--- src/rtl/ce_gen_pkg.sv ---
// ce_gen_pkg: shared defaults and factor/phase helpers for the multi-channel
// clock-enable generator. The helpers work on 32-bit values, so W must not
// exceed 32.
package ce_gen_pkg;

  localparam int CE_GEN_CH_DEF = 4;
  localparam int CE_GEN_W_DEF  = 16;

  // Factors 0 and 1 both mean divide-by-1.
  function automatic logic [31:0] eff_factor(input logic [31:0] f);
    if (f == 32'd0) begin
      return 32'd1;
    end else begin
      return f;
    end
  endfunction

  // A start phase can never place the counter beyond the last count of the
  // period (fe - 1). fe is always at least 1.
  function automatic logic [31:0] clamp_phase(input logic [31:0] ph,
                                              input logic [31:0] fe);
    if (ph > (fe - 32'd1)) begin
      return fe - 32'd1;
    end else begin
      return ph;
    end
  endfunction

endpackage

--- src/rtl/ce_gen_multi_if.sv ---
// ce_gen_multi_if: control/status bundle of ce_gen_multi.
// The phase bus exists only when CE_GEN_MULTI_PHASE_EN is defined.
interface ce_gen_multi_if #(
  parameter int CH = ce_gen_pkg::CE_GEN_CH_DEF,
  parameter int W  = ce_gen_pkg::CE_GEN_W_DEF
);
  logic [CH-1:0]   en;
  logic [CH*W-1:0] factor;
  logic [CH-1:0]   load;
  logic            sync;
`ifdef CE_GEN_MULTI_PHASE_EN
  logic [CH*W-1:0] phase;
`endif
  logic [CH-1:0]   ce;
  logic [CH-1:0]   pending;

`ifdef CE_GEN_MULTI_PHASE_EN
  modport master (output en, factor, load, sync, phase, input ce, pending);
  modport slave  (input en, factor, load, sync, phase, output ce, pending);
`else
  modport master (output en, factor, load, sync, input ce, pending);
  modport slave  (input en, factor, load, sync, output ce, pending);
`endif
endinterface

--- src/rtl/ce_gen_channel.sv ---
// ce_gen_channel: one clock-enable channel. Holds the period counter, the
// active and shadow factors, the pending flag and the registered ce pulse.
// Factor changes requested while running are parked in the shadow register
// and applied only at a period boundary (wrap), on sync, or while disabled.
// With CE_GEN_MULTI_PHASE_EN defined, sync preloads the counter from phase_i.
module ce_gen_channel
  import ce_gen_pkg::*;
#(
  parameter int W            = CE_GEN_W_DEF,
  parameter int RESET_FACTOR = 1
) (
  input  logic         clk,
  input  logic         rst,
  input  logic         en_i,
  input  logic         sync_i,
  input  logic         load_i,
  input  logic [W-1:0] factor_i,
`ifdef CE_GEN_MULTI_PHASE_EN
  input  logic [W-1:0] phase_i,
`endif
  output logic         ce_o,
  output logic         pending_o
);

  logic [W-1:0] cnt_q, cnt_d;
  logic [W-1:0] fa_q, fa_d;
  logic [W-1:0] fs_q, fs_d;
  logic         pending_q, pending_d;
  logic         ce_q, ce_d;

  logic [W-1:0] fe_s;
  logic [W-1:0] fa_new_s;
  logic [W-1:0] sync_cnt_s;
  logic         wrap_s;

  // Next-state decode: disable, sync, wrap, count -- in that priority.
  always_comb begin
    cnt_d      = cnt_q;
    fa_d       = fa_q;
    fs_d       = fs_q;
    pending_d  = pending_q;
    ce_d       = 1'b0;

    fe_s   = W'(eff_factor(32'(fa_q)));
    wrap_s = (cnt_q == (fe_s - W'(32'd1)));

    // Factor that becomes active at any boundary: a fresh load bypasses the
    // shadow register, otherwise a pending shadow value is promoted.
    if (load_i) begin
      fa_new_s = factor_i;
    end else if (pending_q) begin
      fa_new_s = fs_q;
    end else begin
      fa_new_s = fa_q;
    end

`ifdef CE_GEN_MULTI_PHASE_EN
    sync_cnt_s = W'(clamp_phase(32'(phase_i), eff_factor(32'(fa_new_s))));
`else
    sync_cnt_s = {W{1'b0}};
`endif

    if (!en_i) begin
      cnt_d     = {W{1'b0}};
      fa_d      = fa_new_s;
      pending_d = 1'b0;
    end else if (sync_i) begin
      cnt_d     = sync_cnt_s;
      fa_d      = fa_new_s;
      pending_d = 1'b0;
    end else if (wrap_s) begin
      cnt_d     = {W{1'b0}};
      ce_d      = 1'b1;
      fa_d      = fa_new_s;
      pending_d = 1'b0;
    end else begin
      cnt_d = cnt_q + W'(32'd1);
      if (load_i) begin
        fs_d      = factor_i;
        pending_d = 1'b1;
      end else begin
        fs_d      = fs_q;
        pending_d = pending_q;
      end
    end
  end

  // Channel state registers with asynchronous reset.
  always_ff @(posedge clk or posedge rst) begin
    if (rst) begin
      cnt_q     <= {W{1'b0}};
      fa_q      <= W'(RESET_FACTOR);
      fs_q      <= {W{1'b0}};
      pending_q <= 1'b0;
      ce_q      <= 1'b0;
    end else begin
      cnt_q     <= cnt_d;
      fa_q      <= fa_d;
      fs_q      <= fs_d;
      pending_q <= pending_d;
      ce_q      <= ce_d;
    end
  end

  assign ce_o      = ce_q;
  assign pending_o = pending_q;

endmodule

--- src/rtl/ce_gen_multi.sv ---
// ce_gen_multi: CH independent clock-enable generators with shadow-buffered,
// glitch-free factor updates and a common sync restart. The top level only
// slices the buses and fans out sync; all state lives in ce_gen_channel.
// Optional feature macro: CE_GEN_MULTI_PHASE_EN (per-channel sync phase).
module ce_gen_multi
  import ce_gen_pkg::*;
#(
  parameter int CH           = CE_GEN_CH_DEF,
  parameter int W            = CE_GEN_W_DEF,
  parameter int RESET_FACTOR = 1
) (
  input  logic           clk,
  input  logic           rst,
  ce_gen_multi_if.slave  bus
);

  logic [CH-1:0] ce_s;
  logic [CH-1:0] pending_s;

  for (genvar i = 0; i < CH; i++) begin : g_ch
    ce_gen_channel #(
      .W            (W),
      .RESET_FACTOR (RESET_FACTOR)
    ) u_ch (
      .clk       (clk),
      .rst       (rst),
      .en_i      (bus.en[i]),
      .sync_i    (bus.sync),
      .load_i    (bus.load[i]),
      .factor_i  (bus.factor[i*W +: W]),
`ifdef CE_GEN_MULTI_PHASE_EN
      .phase_i   (bus.phase[i*W +: W]),
`endif
      .ce_o      (ce_s[i]),
      .pending_o (pending_s[i])
    );
  end

  assign bus.ce      = ce_s;
  assign bus.pending = pending_s;

endmodule

--- src/flat_wrapper.sv ---
// flat-port wrapper written by rule: the top's interface ports become plain ports
module ce_gen_multi_flat import ce_gen_pkg::*;
#(
  parameter int CH           = CE_GEN_CH_DEF,
  parameter int W            = CE_GEN_W_DEF,
  parameter int RESET_FACTOR = 1
)
  (clk, rst, bus_en, bus_factor, bus_load, bus_sync, bus_ce, bus_pending);
  ce_gen_multi_if #(.CH(CH), .W(W)) bus_i ();
  input  logic clk;
  input  logic rst;
  input wire logic [$bits(bus_i.en)-1:0] bus_en;
  input wire logic [$bits(bus_i.factor)-1:0] bus_factor;
  input wire logic [$bits(bus_i.load)-1:0] bus_load;
  input wire logic [$bits(bus_i.sync)-1:0] bus_sync;
  output wire logic [$bits(bus_i.ce)-1:0] bus_ce;
  output wire logic [$bits(bus_i.pending)-1:0] bus_pending;
  assign bus_i.en = bus_en;
  assign bus_i.factor = bus_factor;
  assign bus_i.load = bus_load;
  assign bus_i.sync = bus_sync;
  assign bus_ce = bus_i.ce;
  assign bus_pending = bus_i.pending;
  ce_gen_multi #(.CH(CH), .W(W), .RESET_FACTOR(RESET_FACTOR)) u_core (.clk(clk), .rst(rst), .bus(bus_i));
endmodule
--- config.mk ---
export PLATFORM = sky130hd
export DESIGN_NAME = ce_gen_multi_flat
export DESIGN_NICKNAME = d
export VERILOG_FILES = /design/src/rtl/ce_gen_pkg.sv /design/src/rtl/ce_gen_multi_if.sv /design/src/rtl/ce_gen_channel.sv /design/src/rtl/ce_gen_multi.sv /design/src/flat_wrapper.sv
export SDC_FILE = /design/constraint.sdc
export NUM_CORES = 1
export LEC_CHECK = 0
export CELL_PAD_IN_SITES_DETAIL_PLACEMENT = 0
export CELL_PAD_IN_SITES_GLOBAL_PLACEMENT = 1
export CORE_ASPECT_RATIO = 0.8
export CORE_MARGIN = 2
export CORE_UTILIZATION = 44
export DETAILED_ROUTE_END_ITERATION = 12
export PLACE_DENSITY_LB_ADDON = 0.1
export SYNTH_ARGS = -nofsm -noshare
export SYNTH_HDL_FRONTEND = slang
export SYNTH_SLANG_ARGS = --single-unit
--- constraint.sdc ---
create_clock -name clk -period 7.56 [get_ports clk]
set_clock_uncertainty 0.05 [all_clocks]
set_input_delay 0.756 -clock clk [delete_from_list [all_inputs] [get_ports clk]]
set_output_delay 0.756 -clock clk [all_outputs]
set_load 0.01 [all_outputs]
Yosys cells after proc, flatten, opt, wreduce, memory -nomap -nowiden
Cells that the tools add are included.

Output and inout port bits: 8. Word-level logic and storage cells: 117. Input port bits: 75. Register bits: 200.

Equality and inequality tests: 12. $add $sub $neg: 8. Bitwise logic cells: 5. Reduce and logical (&&, ||, !) cells: 8. Muxes and demuxes: 64.

Operators with widths (number): 16-bit two-way mux (36); 16-bit by 1-bit adder with 16-bit output, second input constant (4); 16-bit equality test (4); 16-bit zero test (4); 16-bit by 1-bit subtractor with 16-bit output, second input constant (4); 1-bit two-way mux (28); 4-bit by 1-bit != test with 1-bit output, second input constant (4); 4-bit AND reduction (4); 3-bit by 1-bit != test with 1-bit output, second input constant (4); 1-bit inverter (5).

Depth between registers and ports, before layout
Word-level depth: 7. Gate-level depth with buffers: 17.

Modules after synthesis
Synthesis repeated with hierarchy kept, for this count alone.

Cells, all modules: 1828. Area total of the unflattened synthesis: 15662.5 sq um.

By module, submodules not included: ce_gen_channel at u_core.g_ch[0].u_ch ... (cells each 452, seq. area each 1252.5 sq um, times used 2, area an instance 3973.8 sq um); ce_gen_channel at u_core.g_ch[2].u_ch ... (cells each 462, seq. area each 1252.5 sq um, times used 2, area an instance 3857.4 sq um).

Worst setup path before layout
No wires, ideal clock.

Kind: register to register. Start: register u_core.g_ch[3].u_ch.fa_q[4]. End: register u_core.g_ch[3].u_ch.fs_q[0]. Cell stages (with the launch flop): 14. Path slack: 3315 ps. Required time: 7385 ps. Buffers on the path: 2. Period minus slack after synthesis: 4245 ps. Library setup time: 125 ps. Arrival: 4071 ps. Path through: dfrtp_1 > clkbuf_1 > nor4_1 > and4_1 > a21oi_1 > ha_1 > nor3b_1 > and4_1 > or4b_2 > o211ai_1 > o22ai_1 > o311ai_2 > buf_4 > mux2_2.

Word-level cells in the longest chain between the ends: 6.

RTL lines: start: declaration (RTL line ce_gen_channel.sv:26) `logic [W-1:0] fa_q, fa_d;`; start signal: assignment (RTL line ce_gen_channel.sv:92) `fa_q <= W'(RESET_FACTOR);`; 16-bit zero test (RTL line ce_gen_pkg.sv:11) `if (f == 32'd0) begin`; 16-bit two-way mux * (RTL line ce_gen_pkg.sv:11); 16-bit by 1-bit subtractor with 16-bit output * (RTL line ce_gen_channel.sv:45) `wrap_s = (cnt_q == (fe_s - W'(32'd1)));`; 16-bit equality test * (RTL line ce_gen_channel.sv:45); 1-bit inverter (no source line) *; 4-bit AND reduction (no source line) *; end signal: assignment (RTL line ce_gen_channel.sv:93) `fs_q <= {W{1'b0}};`; end signal: assignment (RTL line ce_gen_channel.sv:99) `fs_q <= fs_d;`; end: declaration (RTL line ce_gen_channel.sv:27) `logic [W-1:0] fs_q, fs_d;`.

Mark *: on every way between the ends. The rest lies on a longest branch, timed or not. A chain may end at the register's enable or synchronous reset.

Final worst setup path
Start: register u_core.g_ch[0].u_ch.fa_q[2]. End: register u_core.g_ch[0].u_ch.fs_q[11].

Word-level cells in the longest chain between the ends: 6.

RTL lines (RTL line): start: declaration (ce_gen_channel.sv:26); start signal: assignment (ce_gen_channel.sv:92); 16-bit zero test (ce_gen_pkg.sv:11); 16-bit two-way mux * (ce_gen_pkg.sv:11); 16-bit by 1-bit subtractor with 16-bit output * (ce_gen_channel.sv:45); 16-bit equality test * (ce_gen_channel.sv:45); 1-bit inverter (no source line) *; 4-bit AND reduction (no source line) *; end signal: assignment (ce_gen_channel.sv:93); end signal: assignment (ce_gen_channel.sv:99); end: declaration (ce_gen_channel.sv:27).

Marked as above.

==> metrics.md <==
| Metric | Value |
|---|---|
| Non-Filler Instances | `1,783` |
| # DRC | `0` |
| CTS Buffer Depth | `2` |
| R2R Path Start | `u_core.g_ch[0].u_ch.fa_q[2]` |
| WL final | `32,700 um` |
| Max Clk Rate | `0.201 GHz` |
| Crit end category | `register` |
| Clk sinks | `200` |
| Total core area | `28,100 um^2` |
| # fillers | `2,640` |
| Leak Pwr | `0.00537 uW` |
| CTS Buf Count | `17` |
| Detailed placement HPWL | `22,400 um` |
| Placed cells | `1,751` |
| Total global-route track usage | `22.6%` |
| Sequential share of the synthesized area | `40.0%` |
| Yosys cell types | `71` |
| Antenna violations before repair | `0` |
| ANT nets after route | `0` |
| Die ar. | `29,800 um^2` |
| Total vias in the final route | `10,500` |
| # rows | `55` |
| Area Growth Syn to Fin | `12.1%` |
| # port buffers | `82` |
| Power Density | `207 nW/um^2` |
| ANT cells | `0` |
| First-pass DRT Iterations | `5` |
| Clk pwr share | `31.4%` |
| Ys Warns | `0` |
| Worst slew pin tran | `1.18 ns` |
| Grt total ovfl | `0` |
| Setup ws final | `2.58 ns` |
| Place WS | `2.65 ns` |
| Net Count, Synth | `1,476` |
| Outcome | `finished clean` |
| Die Y | `155 um` |
| Largest net degree at the start of global routing | `135` |
| Min Tclk post-route | `4.98 ns` |
| WS Path Type | `register to register` |
| Final hold vios | `0` |
| Commonest non-fill, non-tap cell in the layout | `dfrtp_1` |
| Initial Util | `44.4%` |
| Hold_sp | `u_core.g_ch[1].u_ch.fs_q[9]` |
| Initial DRC Count | `697` |
| First-pass GRT wire length | `54,000 um` |
| Max-slew headroom | `21.2%` |
| CP Launch Point | `u_core.g_ch[0].u_ch.fa_q[2]` |
| Synthesized instance count | `1,393` |
| Vias in the first global route | `10,000` |
| Fin crit share | `65.8%` |
| Crit path max fanout | `16` |
| Most frequent cells in the layout | `dfrtp_1 (196), nor2_1 (153), nand2_1 (135)` |
| Horiz. Die Dim | `193 um` |
| R2R depth | `12` |
| Max rail drop VDD | `0.169 mV` |
| Sw Share | `32.7%` |
| Flop pwr share | `47.2%` |
| Setup Buffers After CTS | `0` |
| Final TNS setup | `0 ns` |
| Endpoints failing setup | `0` |
| RSZ-0062 raised after global routing | `no` |
| Via-to-Cell Ratio | `5.91` |
| Comb pwr share | `21.4%` |
| H-Tree Level Count | `4` |
| R2r setup slk | `2.58 ns` |
| Post_cts resized | `0` |
| Clock slew at reported path FFs | `0.08 ns` |
| Post-synth EDFFs | `0` |
| Max cap viols | `0` |
| Most used DFF post-synth | `dfrtp_1` |
| Hold Crit Depth | `1` |
| Worst r2r dst | `u_core.g_ch[0].u_ch.fs_q[11]` |
| Share of cells above drive strength 1 | `9.41%` |
| DR WL/cell | `18.4 um` |
| Final Wtd Congestion | `0.820` |
| Setup crit start kind | `register` |
| Worst skew pair latency | `0.45 ns` |
| Hold buffers post-CTS | `0` |
| # IOs | `83` |
| Syn Area/Cell | `8.98 um^2` |
| CP arrival | `5.26 ns` |
| Fin. max-slew vios | `0` |
| Async SR Flop Fraction | `100%` |
| Int Power | `1950 uW` |
| Worst Hold Class | `register to register` |
| WP data required | `7.84 ns` |
| Core Util, Final | `49.8%` |
| NetSw | `949 uW` |
| Syn Std Cell Area | `12,500 um^2` |
| Worst Hold Endpoint | `u_core.g_ch[1].u_ch.fs_q[9]` |
| FF+latch count, synth | `200` |
| CTS tree | `done` |
| CTS root buf | `clkbuf_16` |
| Fin nets | `1,483` |
## metrics by stage
step | total power, uW | cell area, um^2 | hold slack (ns)
6_report | 2900 | 14000 | 0.457
4_1_cts | 2930 | 14000 | 0.460
2_1_floorplan | 1830 | 12500 | 0.429
5_1_grt | 3070 | 14000 | 0.470
3_5_place_dp | 2010 | 13500 | 0.443
3_3_place_gp | 1990 | 13500 | 0.437
## critical path: stages (launching register included)
cell	delay (ns)
dfrtp_1	0.48
or4_1	0.69
nor4_1	0.59
and2_1	0.24
nor2_1	0.05
ha_1	0.28
nor3b_1	0.18
xnor2_1	0.14
nor4_1	0.30
o311a_1	0.23
o2111ai_1	0.22
o311ai_4	0.97
mux2_2	0.42
## synthesized netlist by cell type (4+ instances only)
master / count / share of area, %
nor4_1: 27 / 1.4
and4_1: 6 / 0.42
nor2_1: 154 / 4.6
mux2_4: 10 / 1.2
o211ai_1: 23 / 1.4
a2bb2oi_1: 10 / 0.70
o21ai_0: 51 / 2.0
ha_1: 8 / 0.80
xnor2_1: 60 / 4.2
nand3b_1: 9 / 0.54
nand3_1: 41 / 1.6
dfstp_2: 4 / 0.84
nor2b_1: 13 / 0.65
buf_2: 6 / 0.24
dfrtp_1: 196 / 39
nand2_1: 135 / 4.1
mux2i_1: 6 / 0.48
and2_1: 7 / 0.35
a21oi_1: 38 / 1.5
nand2b_1: 25 / 1.3
clkbuf_1: 87 / 2.6
mux2_2: 58 / 5.2
o21a_1: 17 / 1.0
buf_4: 9 / 0.54
o311a_1: 12 / 0.96
o31ai_1: 6 / 0.36
nor3_1: 36 / 1.4
xor2_1: 61 / 4.3
a311oi_1: 20 / 1.4
and3_1: 22 / 1.1
a211oi_1: 10 / 0.60
nand4_1: 29 / 1.5
nor3b_1: 12 / 0.72
a31oi_1: 8 / 0.40
o221ai_1: 16 / 1.1
buf_1: 6 / 0.18
inv_1: 20 / 0.60
or4_1: 11 / 0.66
nand4b_1: 5 / 0.35
a22oi_1: 31 / 1.9
or3_1: 7 / 0.35
a221o_1: 6 / 0.48
o22ai_1: 35 / 1.8
## power by group through the flow
stage / logic, uW / registers, uW / clock network (uW)
2_1_floorplan: 535 / 1290 / 0
3_3_place_gp: 611 / 1380 / 0
3_5_place_dp: 620 / 1390 / 0
4_1_cts: 623 / 1370 / 937
5_1_grt: 695 / 1390 / 980
6_report: 622 / 1370 / 912
## logic make-up after synthesis
group	after synthesis	share of synthesized area (%)
AOI/OAI and AO/OA	308	17.6
xor gates and xnor gates	121	8.47
adders and majority gates	8	0.800
buffers and inverters	134	4.61
DFF	200	40.0
muxes	74	6.90
and+or+nand+nor	548	21.5
## how the worst max path moves through the flow
| stage | end | slack [ns] | depth (start not counted) |
|---|---|---|---|
| 2_1_floorplan | u_core.g_ch[0].u_ch.ce_o | 1.31 | 1 |
| 3_3_place_gp | u_core.g_ch[0].u_ch.fs_q[14] | 2.76 | 12 |
| 3_5_place_dp | u_core.g_ch[0].u_ch.fs_q[11] | 2.65 | 12 |
| 4_1_cts | u_core.g_ch[0].u_ch.fs_q[11] | 2.66 | 12 |
| 5_1_grt | u_core.g_ch[3].u_ch.fa_q[4] | 2.36 | 11 |
| 6_report | u_core.g_ch[0].u_ch.fs_q[11] | 2.58 | 12 |
## registers in the layout, summed over array words and instances (netlist names)
name                        cells
u_core.g_ch.u_ch.cnt_q         64
u_core.g_ch.u_ch.pending_o      4
u_core.g_ch.u_ch.fs_q          64
u_core.g_ch.u_ch.ce_o           4
u_core.g_ch.u_ch.fa_q          64
## layout make-up
cell class / count / area, um^2 / share of cell area (%)
Tap cell: 370 / 463 / 3.30
Clock buffer: 19 / 453 / 3.23
Clock inverter: 13 / 111 / 0.794
Inverter: 22 / 90.1 / 0.642
Sequential cell: 200 / 5010 / 35.7
Multi-Input combinational cell: 1059 / 6950 / 49.5
Timing Repair Buffer: 100 / 956 / 6.81
## metal layers
layer / vias up / global-route usage, % / wire length (um)
li1: 5094 / - / -
met1: 5167 / 34.8 / 16800
met2: 243 / 32.4 / 14100
met3: 25 / 4.22 / 1500
met4: 0 / 5.16 / 305
met5: - / 0 / 0
Note: power is estimated with default switching activity, not from simulation.
